## src/rtl/gcd_pkg.sv

```systemverilog
// Shared definitions for the GCD engine.
//   gcd_state_e   : control FSM states (IDLE, RUN, DONE)
//   MODE_SUBTRACT : algorithm selector value for subtractive Euclid
//   MODE_BINARY   : algorithm selector value for binary (Stein) GCD
//   gcd_flags_t   : compare flags the datapath returns to the FSM
//   k_width()     : width of the common power-of-two counter K
package gcd_pkg;

  typedef enum logic [1:0] {
    IDLE = 2'd0,
    RUN  = 2'd1,
    DONE = 2'd2
  } gcd_state_e;

  localparam int MODE_SUBTRACT = 0;
  localparam int MODE_BINARY   = 1;

  typedef struct packed {
    logic a_zero;
    logic b_zero;
    logic a_eq_b;
    logic a_odd;
  } gcd_flags_t;

  // K counts shared factors of two; it can never exceed WIDTH-1 for
  // non-zero operands, so one extra bit over clog2 is always enough.
  function automatic int k_width(input int width);
    return $clog2(width) + 1;
  endfunction

endpackage

```

## src/rtl/gcd_engine_dp.sv

```systemverilog
// GCD datapath: A/B/K working registers, compare, subtract, shift and
// result register.
//   clk, rst  : rising-edge clock, synchronous active-high reset
//   load      : capture a_in/b_in into A/B and clear K
//   step      : perform one algorithm step (one RUN edge)
//   a_in,b_in : operands
//   flags     : compare flags for the controlling FSM
//   gcd_out   : result register, holds until the next result is written
module gcd_engine_dp #(
  parameter int WIDTH       = 16,
  parameter int MODE_BINARY = 1
) (
  input  logic                clk,
  input  logic                rst,
  input  logic                load,
  input  logic                step,
  input  logic [WIDTH-1:0]    a_in,
  input  logic [WIDTH-1:0]    b_in,
  output gcd_pkg::gcd_flags_t flags,
  output logic [WIDTH-1:0]    gcd_out
);
  import gcd_pkg::*;

  localparam int KW        = k_width(WIDTH);
  localparam bit USE_STEIN = (MODE_BINARY != MODE_SUBTRACT);

  logic [WIDTH-1:0] a_q;
  logic [WIDTH-1:0] b_q;
  logic [KW-1:0]    k_q;
  logic             a_gt_b;
  logic [WIDTH-1:0] diff;

  assign flags.a_zero = (a_q == '0);
  assign flags.b_zero = (b_q == '0);
  assign flags.a_eq_b = (a_q == b_q);
  assign flags.a_odd  = a_q[0];

  // Always larger minus smaller, so the difference can never wrap.
  assign a_gt_b = (a_q > b_q);
  assign diff   = a_gt_b ? (a_q - b_q) : (b_q - a_q);

  // NOTE: every register here is assigned with <= so that all of them
  // see the pre-edge values of A/B/K within the same step.
  always_ff @(posedge clk) begin
    if (rst) begin
      a_q     <= '0;
      b_q     <= '0;
      k_q     <= '0;
      gcd_out <= '0;
    end else if (load) begin
      a_q <= a_in;
      b_q <= b_in;
      k_q <= '0;
    end else if (step) begin
      // A zero operand can only be present on the first RUN edge: no later
      // step ever produces zero from two non-zero values.
      if (flags.a_zero) begin
        gcd_out <= b_q;
      end else if (flags.b_zero) begin
        gcd_out <= a_q;
      end else if (!USE_STEIN) begin
        if (flags.a_eq_b) gcd_out <= a_q;
        else if (a_gt_b)  a_q     <= diff;
        else              b_q     <= diff;
      end else begin
        // Evenness rules take precedence over equality, so equal even
        // values still have their common factors of two folded into K.
        if (!a_q[0] && !b_q[0]) begin
          a_q <= a_q >> 1;
          b_q <= b_q >> 1;
          k_q <= k_q + KW'(1);
        end else if (!a_q[0]) begin
          a_q <= a_q >> 1;
        end else if (!b_q[0]) begin
          b_q <= b_q >> 1;
        end else if (flags.a_eq_b) begin
          gcd_out <= a_q << k_q;
        end else if (a_gt_b) begin
          a_q <= diff >> 1;
        end else begin
          b_q <= diff >> 1;
        end
      end
    end
  end

endmodule

```

## src/rtl/gcd_engine.sv

```systemverilog
// GCD engine top: IDLE/RUN/DONE control FSM plus handshake, wrapped around
// the gcd_engine_dp datapath.
//   clk, rst   : rising-edge clock, synchronous active-high reset
//   start      : operand strobe, only honoured while ready=1
//   a_in, b_in : unsigned operands captured with start
//   ready      : high only while IDLE
//   done       : one-cycle result-valid pulse
//   gcd_out    : result, held until the next done
module gcd_engine #(
  parameter int WIDTH       = 16,
  parameter int MODE_BINARY = gcd_pkg::MODE_BINARY
) (
  input  logic             clk,
  input  logic             rst,
  input  logic             start,
  input  logic [WIDTH-1:0] a_in,
  input  logic [WIDTH-1:0] b_in,
  output logic             ready,
  output logic             done,
  output logic [WIDTH-1:0] gcd_out
);
  import gcd_pkg::*;

  localparam bit USE_STEIN = (MODE_BINARY != MODE_SUBTRACT);

  gcd_state_e state;
  gcd_flags_t flags;
  logic       load;
  logic       step;
  logic       finish;

  assign load = (state == IDLE) && start;
  assign step = (state == RUN);

  // The datapath writes gcd_out on exactly the edges where this is true.
  // In Stein mode equal operands only terminate once they are odd.
  assign finish = flags.a_zero || flags.b_zero ||
                  (flags.a_eq_b && (!USE_STEIN || flags.a_odd));

  // ready/done are registered alongside the state they decode.
  always_ff @(posedge clk) begin
    if (rst) begin
      state <= IDLE;
      ready <= 1'b1;
      done  <= 1'b0;
    end else begin
      case (state)
        IDLE: begin
          if (start) begin
            state <= RUN;
            ready <= 1'b0;
          end
        end
        RUN: begin
          if (finish) begin
            state <= DONE;
            done  <= 1'b1;
          end
        end
        DONE: begin
          state <= IDLE;
          done  <= 1'b0;
          ready <= 1'b1;
        end
        default: begin
          state <= IDLE;
          done  <= 1'b0;
          ready <= 1'b1;
        end
      endcase
    end
  end

  gcd_engine_dp #(
    .WIDTH      (WIDTH),
    .MODE_BINARY(MODE_BINARY)
  ) u_dp (
    .clk    (clk),
    .rst    (rst),
    .load   (load),
    .step   (step),
    .a_in   (a_in),
    .b_in   (b_in),
    .flags  (flags),
    .gcd_out(gcd_out)
  );

endmodule

```

## config.mk

```make
export PLATFORM = sky130hd
export DESIGN_NAME = gcd_engine
export DESIGN_NICKNAME = d
export VERILOG_FILES = /design/src/rtl/gcd_pkg.sv /design/src/rtl/gcd_engine_dp.sv /design/src/rtl/gcd_engine.sv
export SDC_FILE = /design/constraint.sdc
export NUM_CORES = 1
export LEC_CHECK = 0
export ABC_AREA = 0
export CAP_MARGIN = 20
export CORE_ASPECT_RATIO = 1.5
export CORE_MARGIN = 4
export CORE_UTILIZATION = 30
export CTS_BUF_LIST = sky130_fd_sc_hd__clkbuf_2
export DETAILED_ROUTE_END_ITERATION = 8
export PLACE_DENSITY = 0.47
export SLEW_MARGIN = 30
export SYNTH_ARGS = -nofsm -noshare
export SYNTH_HDL_FRONTEND = slang
export SYNTH_HIERARCHICAL = 1
export SYNTH_SLANG_ARGS = --single-unit
```

## constraint.sdc

```tcl
create_clock -name clk -period 3.1 [get_ports clk]
set_input_delay 0.465 -clock clk [delete_from_list [all_inputs] [get_ports clk]]
set_output_delay 0.465 -clock clk [all_outputs]
set_load 0.02 [all_outputs]
```

==> results of run 1 <==
## cells in the mapped netlist, types with 8 or more instances
cell / n / area share
dfxtp_1: 57 / 0.20
nor2_1: 56 / 0.037
nand2_1: 47 / 0.031
inv_1: 46 / 0.030
a21oi_1: 45 / 0.039
ha_1: 34 / 0.074
o21ai_0: 28 / 0.025
clkbuf_1: 24 / 0.016
nor3_1: 24 / 0.021
a221oi_1: 20 / 0.031
mux2i_1: 16 / 0.028
a211oi_1: 13 / 0.017
xnor2_1: 13 / 0.020
buf_4: 12 / 0.016
a211oi_2: 11 / 0.024
nand3_1: 11 / 0.0096
nor4_1: 11 / 0.012
buf_2: 10 / 0.0088
nand2b_1: 10 / 0.011
xor2_1: 10 / 0.015
o21a_1: 9 / 0.012
or3_1: 9 / 0.0099
o211ai_1: 8 / 0.011
o32ai_1: 8 / 0.012
## worst max-delay path by stage
stage | startpoint | to | slack [ns] | depth (start not counted)
floorplan | u_dp/a_q[0]$_SDFFE_PP0P_ | u_dp/b_q[14]$_SDFFE_PP0P_ | 0.36 | 12
global placement | u_dp/a_q[3]$_SDFFE_PP0P_ | u_dp/b_q[8]$_SDFFE_PP0P_ | 0.17 | 9
detailed placement | u_dp/a_q[3]$_SDFFE_PP0P_ | u_dp/b_q[8]$_SDFFE_PP0P_ | 0.07 | 9
CTS | u_dp/a_q[3]$_SDFFE_PP0P_ | u_dp/b_q[8]$_SDFFE_PP0P_ | 0.04 | 9
global route | u_dp/b_q[0]$_SDFFE_PP0P_ | u_dp/b_q[9]$_SDFFE_PP0P_ | 0.005 | 12
finish | u_dp/a_q[7]$_SDFFE_PP0P_ | u_dp/b_q[12]$_SDFFE_PP0P_ | 0.08 | 9
## through the flow
step                      cell area [µm²]  instances
after floorplan                      5710        702
after global placement               6670       1009
after detailed placement             6670       1009
after CTS                            6850       1025
after global routing                 6860       1026
final                                6860       1026
## cell families after synthesis
family | Yosys count
buffers and inverters | 108
adder cells (fa/ha/maj) | 36
flip-flops | 57
AND/OR/NAND/NOR | 216
multiplexers | 23
XOR/XNOR | 23
AO/OA/AOI/OAI | 239
## placed cells by master (no fill, tap or decap), types with 13 or more instances in the layout
| cell | synthesis | final |
|---|---|---|
| clkdlybuf4s50_1 | 0 | 51 |
| nor2_1 | 56 | 55 |
| inv_1 | 46 | 46 |
| dfxtp_1 | 57 | 55 |
| nor3_1 | 24 | 24 |
| xnor2_1 | 13 | 13 |
| mux2i_1 | 16 | 16 |
| a221oi_1 | 20 | 20 |
| o21ai_0 | 28 | 28 |
| buf_4 | 12 | 60 |
| a211oi_1 | 13 | 13 |
| a21oi_1 | 45 | 45 |
| ha_1 | 34 | 33 |
| nand2_1 | 47 | 47 |
## worst max-delay path, cell delays in order (launching register included)
cell and delay, ns:
dfxtp_1 0.54, inv_1 0.18, ha_1 0.41, buf_4 0.20, and4_4 0.22, or4_1 0.52
o2111ai_1 0.12, a311oi_1 0.11, a221o_1 0.36, a32o_1 0.25
## layer usage
metal | vias up | share of wire | wire length, µm
li1 | 2785 | - | -
met1 | 2923 | 0.38 | 8760
met2 | 278 | 0.51 | 11800
met3 | 83 | 0.047 | 1070
met4 | 0 | 0.060 | 1370
met5 | - | 0 | 0
## timing repair
| action | CTS | global route |
|---|---|---|
| hold buffers | 0 | 0 |
| gates resized for setup | 0 | 4 |
| endpoints found under the hold margin | 0 | 0 |
| endpoints found under the setup margin | 0 | 21 |
| buffers inserted | 0 | 0 |
## layout make-up
cell class | count | area (µm²)
fill | 2028 | 11800
multi-input combinational | 537 | 4050
sequential | 57 | 1140
timing repair buffer | 113 | 986
tap | 252 | 315
inverter | 50 | 188
clock inverter | 7 | 133
clock buffer | 9 | 45.0
antenna | 1 | 2.50
## sequential cells by signal, summed over array words and instances (netlist names)
register      flops
done              1
ready             1
state             2
u_dp/a_q         16
u_dp/b_q         16
u_dp/gcd_out     16
u_dp/k_q          5
==> results.md, run 1 <==
* Status: complete, no violations
* Final wirelength at 23000 µm
* CTS buffer count at 9
* RSZ-0062 raised after global routing: no
* Num rows at 61
* Number of synthesized register bits at 57
* Worst setup margin at 0.0830 ns
* Crit path DAT at 3.43 ns
* Fin crit share at 0.973
* Core area at 18600 µm²
* Final Max Slew Viols at 0
* DRC at 0
* Simple-gate share of the synthesized area at 0.204
* # IOs at 53
* Max Cap Viol at 0
* Routability congestion estimate at 0.915
* Post-Synthesis Mean Instance Area at 8.14 µm²
* Routed Antenna Nets at 0
* Maximum buffer depth of the clock tree at 2
* Hold_sp: rst
* Pre-antenna DRT Iters at 7
* Synth Area in Compound Gates at 0.330
* CP Capture Type: flop
* Worst hold endpoint: u_dp/b_q[10]$_SDFFE_PP0P_
* Initial antenna violation count at 1
* Synthesized cell area at 5710 µm²
* Die footprint at 21400 µm²
* Post-synthesis sequential area ratio at 0.200
* Synth-to-Final Area Change at 20.1%
* Post-DR vias/cell at 5.92
* Data required time at the worst endpoint at 3.52 ns
* Largest net degree at the start of global routing at 46
* Yosys warns at 6
* Worst r2r src: u_dp/a_q[7]$_SDFFE_PP0P_
* Fin crit period at 3.02 ns
* Final Util at 0.368
* HP Class: primary input to flop
* Hold depth at 4
* Pre-CTS setup slack at 0.0743 ns
* R2R Path End: u_dp/b_q[12]$_SDFFE_PP0P_
* Adder-Cell Fraction of Synth Area at 0.0815
* H-tree lvl count at 3
* Die X at 121 µm
* Syn_nets at 773
* Reg-to-reg slack, setup at 0.08 ns
* Synth cell types at 86
* Met1 Use GR at 0.246
* Main synth FF type: dfxtp_1
* Initial core utilization at 0.307
* Met3 global-route usage at 0.0243
* Setup TNS at 0 ns
* DR WL/cell at 22.4 µm
* Via count at 6069
* CTS clk-pin slew, worst paths at 0.18 ns
* 1st-iter DRT viols at 565
* Share of cells above drive strength 1 at 0.180
* GR Util All Layers at 0.213
* Final Hold Viols at 0
* Gr ovfl total at 0
* Number of global-route vias before repair at 6159
* DP Wirelength at 18200 µm
* CTS root buf: clkbuf_2
* CTS tree: done
* Clock tree sinks at 57
* FF-to-FF path depth at 9
* Async SR Flop Fraction at 0
* Least-Margin Pin Slew at 1.00 ns
* Global-route wire length before repair at 35200 µm
* PortBufs at 52
* Final net count at 839
* Busiest layer in global routing: met2
* XOR/XNOR Fraction of Synth Area at 0.0353
* Critical path fanouts, max at 8
* Setup crit start kind: flop
* Post-Syn Instances at 702
* Met2 Usage GRT at 0.376
* Final number of setup-violating endpoints at 0
* Fmax at 331 MHz
* Number of synthesized flops with an enable pin at 0
* Hold_ws at 0.418 ns
* Clock Latency Late Sink at 0.53 ns
* Skew final at 0.0377 ns
* Post-synthesis mux area share at 0.0556
* Die H at 177 µm
* Critical path class: flop to flop
* Main combinational cell family by area after synthesis: compound AO/OA/AOI/OAI gates
* Worst slew margin at 0.324
Power of run 1 is not shown: default switching activity piles up to over one toggle a cycle in this logic, so the estimate is an artifact.
==> inputs of run 2 (changes only) <==
clock period = 3.3 ns   (was 3.1 ns; I/O delays follow)
==> run 2 against run 1 <==
  * Final area decreased by 2.0%
  * Worst setup slack improved by 0.13 ns
  * Flip-flop and latch count unchanged
  * Global-route usage about the same
  * Die area unchanged
  * Utilization decreased by 0.75 points
  * Hold slack improved by 0.071 ns
  * Wire length decreased by 0.65%
  * Non-clock buffer count decreased by 12
  * Register-to-register slack improved by 0.13 ns
==> results.md, run 2 (same netlist as run 1, synthesis figures left out) <==
* Skew final at 0.0305 ns (-0.00722 ns)
* Clock Latency Late Sink at 0.52 ns (about the same)
* Synth-to-Final Area Change at 17.7%
* 1st-iter DRT viols at 656 (+16%)
* Setup crit start kind: flop
* Cts-stage hold buffer count at 0 (unchanged)
* Initial antenna violation count at 1 (unchanged)
* Maximum buffer depth of the clock tree at 2 (unchanged)
* Data required time at the worst endpoint at 3.70 ns (+0.18 ns)
* Status: complete, no violations
* Num rows at 61 (unchanged)
* CTS buffer count at 9 (unchanged)
* Final Max Slew Viols at 0 (unchanged)
* Resize count post-CTS at 0 (unchanged)
* Multi-input logic area at 4040 µm² (-0.22%)
* Pre-antenna DRT Iters at 5 (-2)
* Setup TNS at 0 ns (unchanged)
* CTS clk-pin slew, worst paths at 0.20 ns (+0.02 ns)
* CP Capture Type: flop
* Core area at 18600 µm² (unchanged)
* DRC at 0 (unchanged)
* Crit path DAT at 3.49 ns (+0.06 ns)
* Global-route wire length before repair at 34800 µm (-1.0%)
* Post-CTS Setup Repair Bufs at 0 (unchanged)
* Critical path fanouts, max at 9 (+1)
* Fin crit period at 3.09 ns (+0.0707 ns)
* # IOs at 53 (unchanged)
* Routability congestion estimate at 0.940 (+2.7%)
* Final net count at 827 (-1.4%)
* CTS tree: done
* PortBufs at 52 (unchanged)
* Placed insts at 997 (-1.2%)
* Die H at 177 µm (unchanged)
* CTS root buf: clkbuf_2
* HP Class: flop to flop
* Number of global-route vias before repair at 5884 (-4.5%)
* Most frequent cells in the layout: 57 x dfxtp_1, 55 x nor2_1, 51 x clkdlybuf4s50_1
* Most common cell after layout, fill and taps aside: dfxtp_1
* Final Hold Viols at 0 (unchanged)
* DR WL/cell at 22.5 µm (+0.53%)
* Reg-to-reg slack, setup at 0.21 ns (+0.13 ns)
* Via count at 5853 (-3.6%)
* Critical path class: flop to flop
* Die footprint at 21400 µm² (unchanged)
* Final number of setup-violating endpoints at 0 (unchanged)
* Register area at 1140 µm² (-0.22%)
* Routed Antenna Nets at 0 (unchanged)
* Final Non-Filler Cells at 1014 (-1.2%)
* Worst slew margin at 0.465 (+0.141)
* Largest net degree at the start of global routing at 46 (unchanged)
* Fillers at 2020 (-0.39%)
* Leading registers by flop count: u_dp/a_q (16), u_dp/b_q (16), u_dp/gcd_out (16)
* Share of cells above drive strength 1 at 0.164 (-0.0156)
* Fin crit share at 0.936 (-0.0376)
* DP Wirelength at 18000 µm (-1.6%)
* GR Util All Layers at 0.213 (-0.000432)
* RSZ-0062 raised after global routing: no
* H-tree lvl count at 3 (unchanged)
* Max Cap Viol at 0 (unchanged)
* Final wirelength at 22800 µm (-0.65%)
* Initial core utilization at 0.307 (unchanged)
* Die X at 121 µm (unchanged)
* Least-Margin Pin Slew at 0.782 ns (-0.222 ns)
* Clock tree sinks at 57 (unchanged)
* Fmax at 324 MHz (-2.3%)
* Gr ovfl total at 0 (unchanged)
* Post-DR vias/cell at 5.77 (-2.4%)
-- run 2: cell count changes in the layout (fill, tap and decap cells not counted), sizes merged --
cell / delta
bufinv: -2
buf: -12
clkinv: +1
clkinvlp: +1
-- run 2: area by class of cell --
class / instances / area share
diodes: 1 / 0.000372
clock buffers: 9 / 0.00670
clock inverters: 7 / 0.0141
inverters: 50 / 0.0279
multi-input cells: 537 / 0.601
flip-flops and latches: 57 / 0.170
well taps: 252 / 0.0469
repair buffers: 101 / 0.133
-- run 2: worst max-delay path: stages, from the launching register on --
cell	delay, ns
dfxtp_1	0.53
inv_1	0.15
ha_1	0.54
and3_1	0.24
o21ai_0	0.15
a31oi_1	0.32
o21ai_0	0.27
xnor2_1	0.21
a221oi_1	0.42
o32ai_1	0.14
-- run 2: worst paths after layout --
path	start	end	cells after the start
setup / recovery	u_dp/a_q[4]$_SDFFE_PP0P_	u_dp/a_q[10]$_SDFFE_PP0P_	9
hold / removal	done$_SDFFE_PP0P_	done$_SDFFE_PP0P_	1
setup reg to reg	u_dp/a_q[4]$_SDFFE_PP0P_	u_dp/a_q[10]$_SDFFE_PP0P_	9
hold reg to reg	done$_SDFFE_PP0P_	done$_SDFFE_PP0P_	1
-- run 2: routing by layer --
layer | track usage | share of wire | vias up
met3 | 0.0246 | 0.042 | 52
met2 | 0.389 | 0.53 | 191
li1 | - | - | 2766
met4 | 0.0950 | 0.042 | 0
met5 | 0 | 0 | -
met1 | 0.247 | 0.39 | 2844
-- run 2: through the flow --
stage	hold slack [ns]	instance area [µm²]	worst slack [ns]	utilization
after floorplan	0.489	5710	0.560	-
after global placement	0.457	6580	0.366	0.353
after detailed placement	0.463	6580	0.318	0.353
after CTS	0.484	6720	0.304	0.361
after global routing	0.492	6720	0.101	0.361
final	0.490	6720	0.212	0.361
Power of run 2 is left out for the same reason.
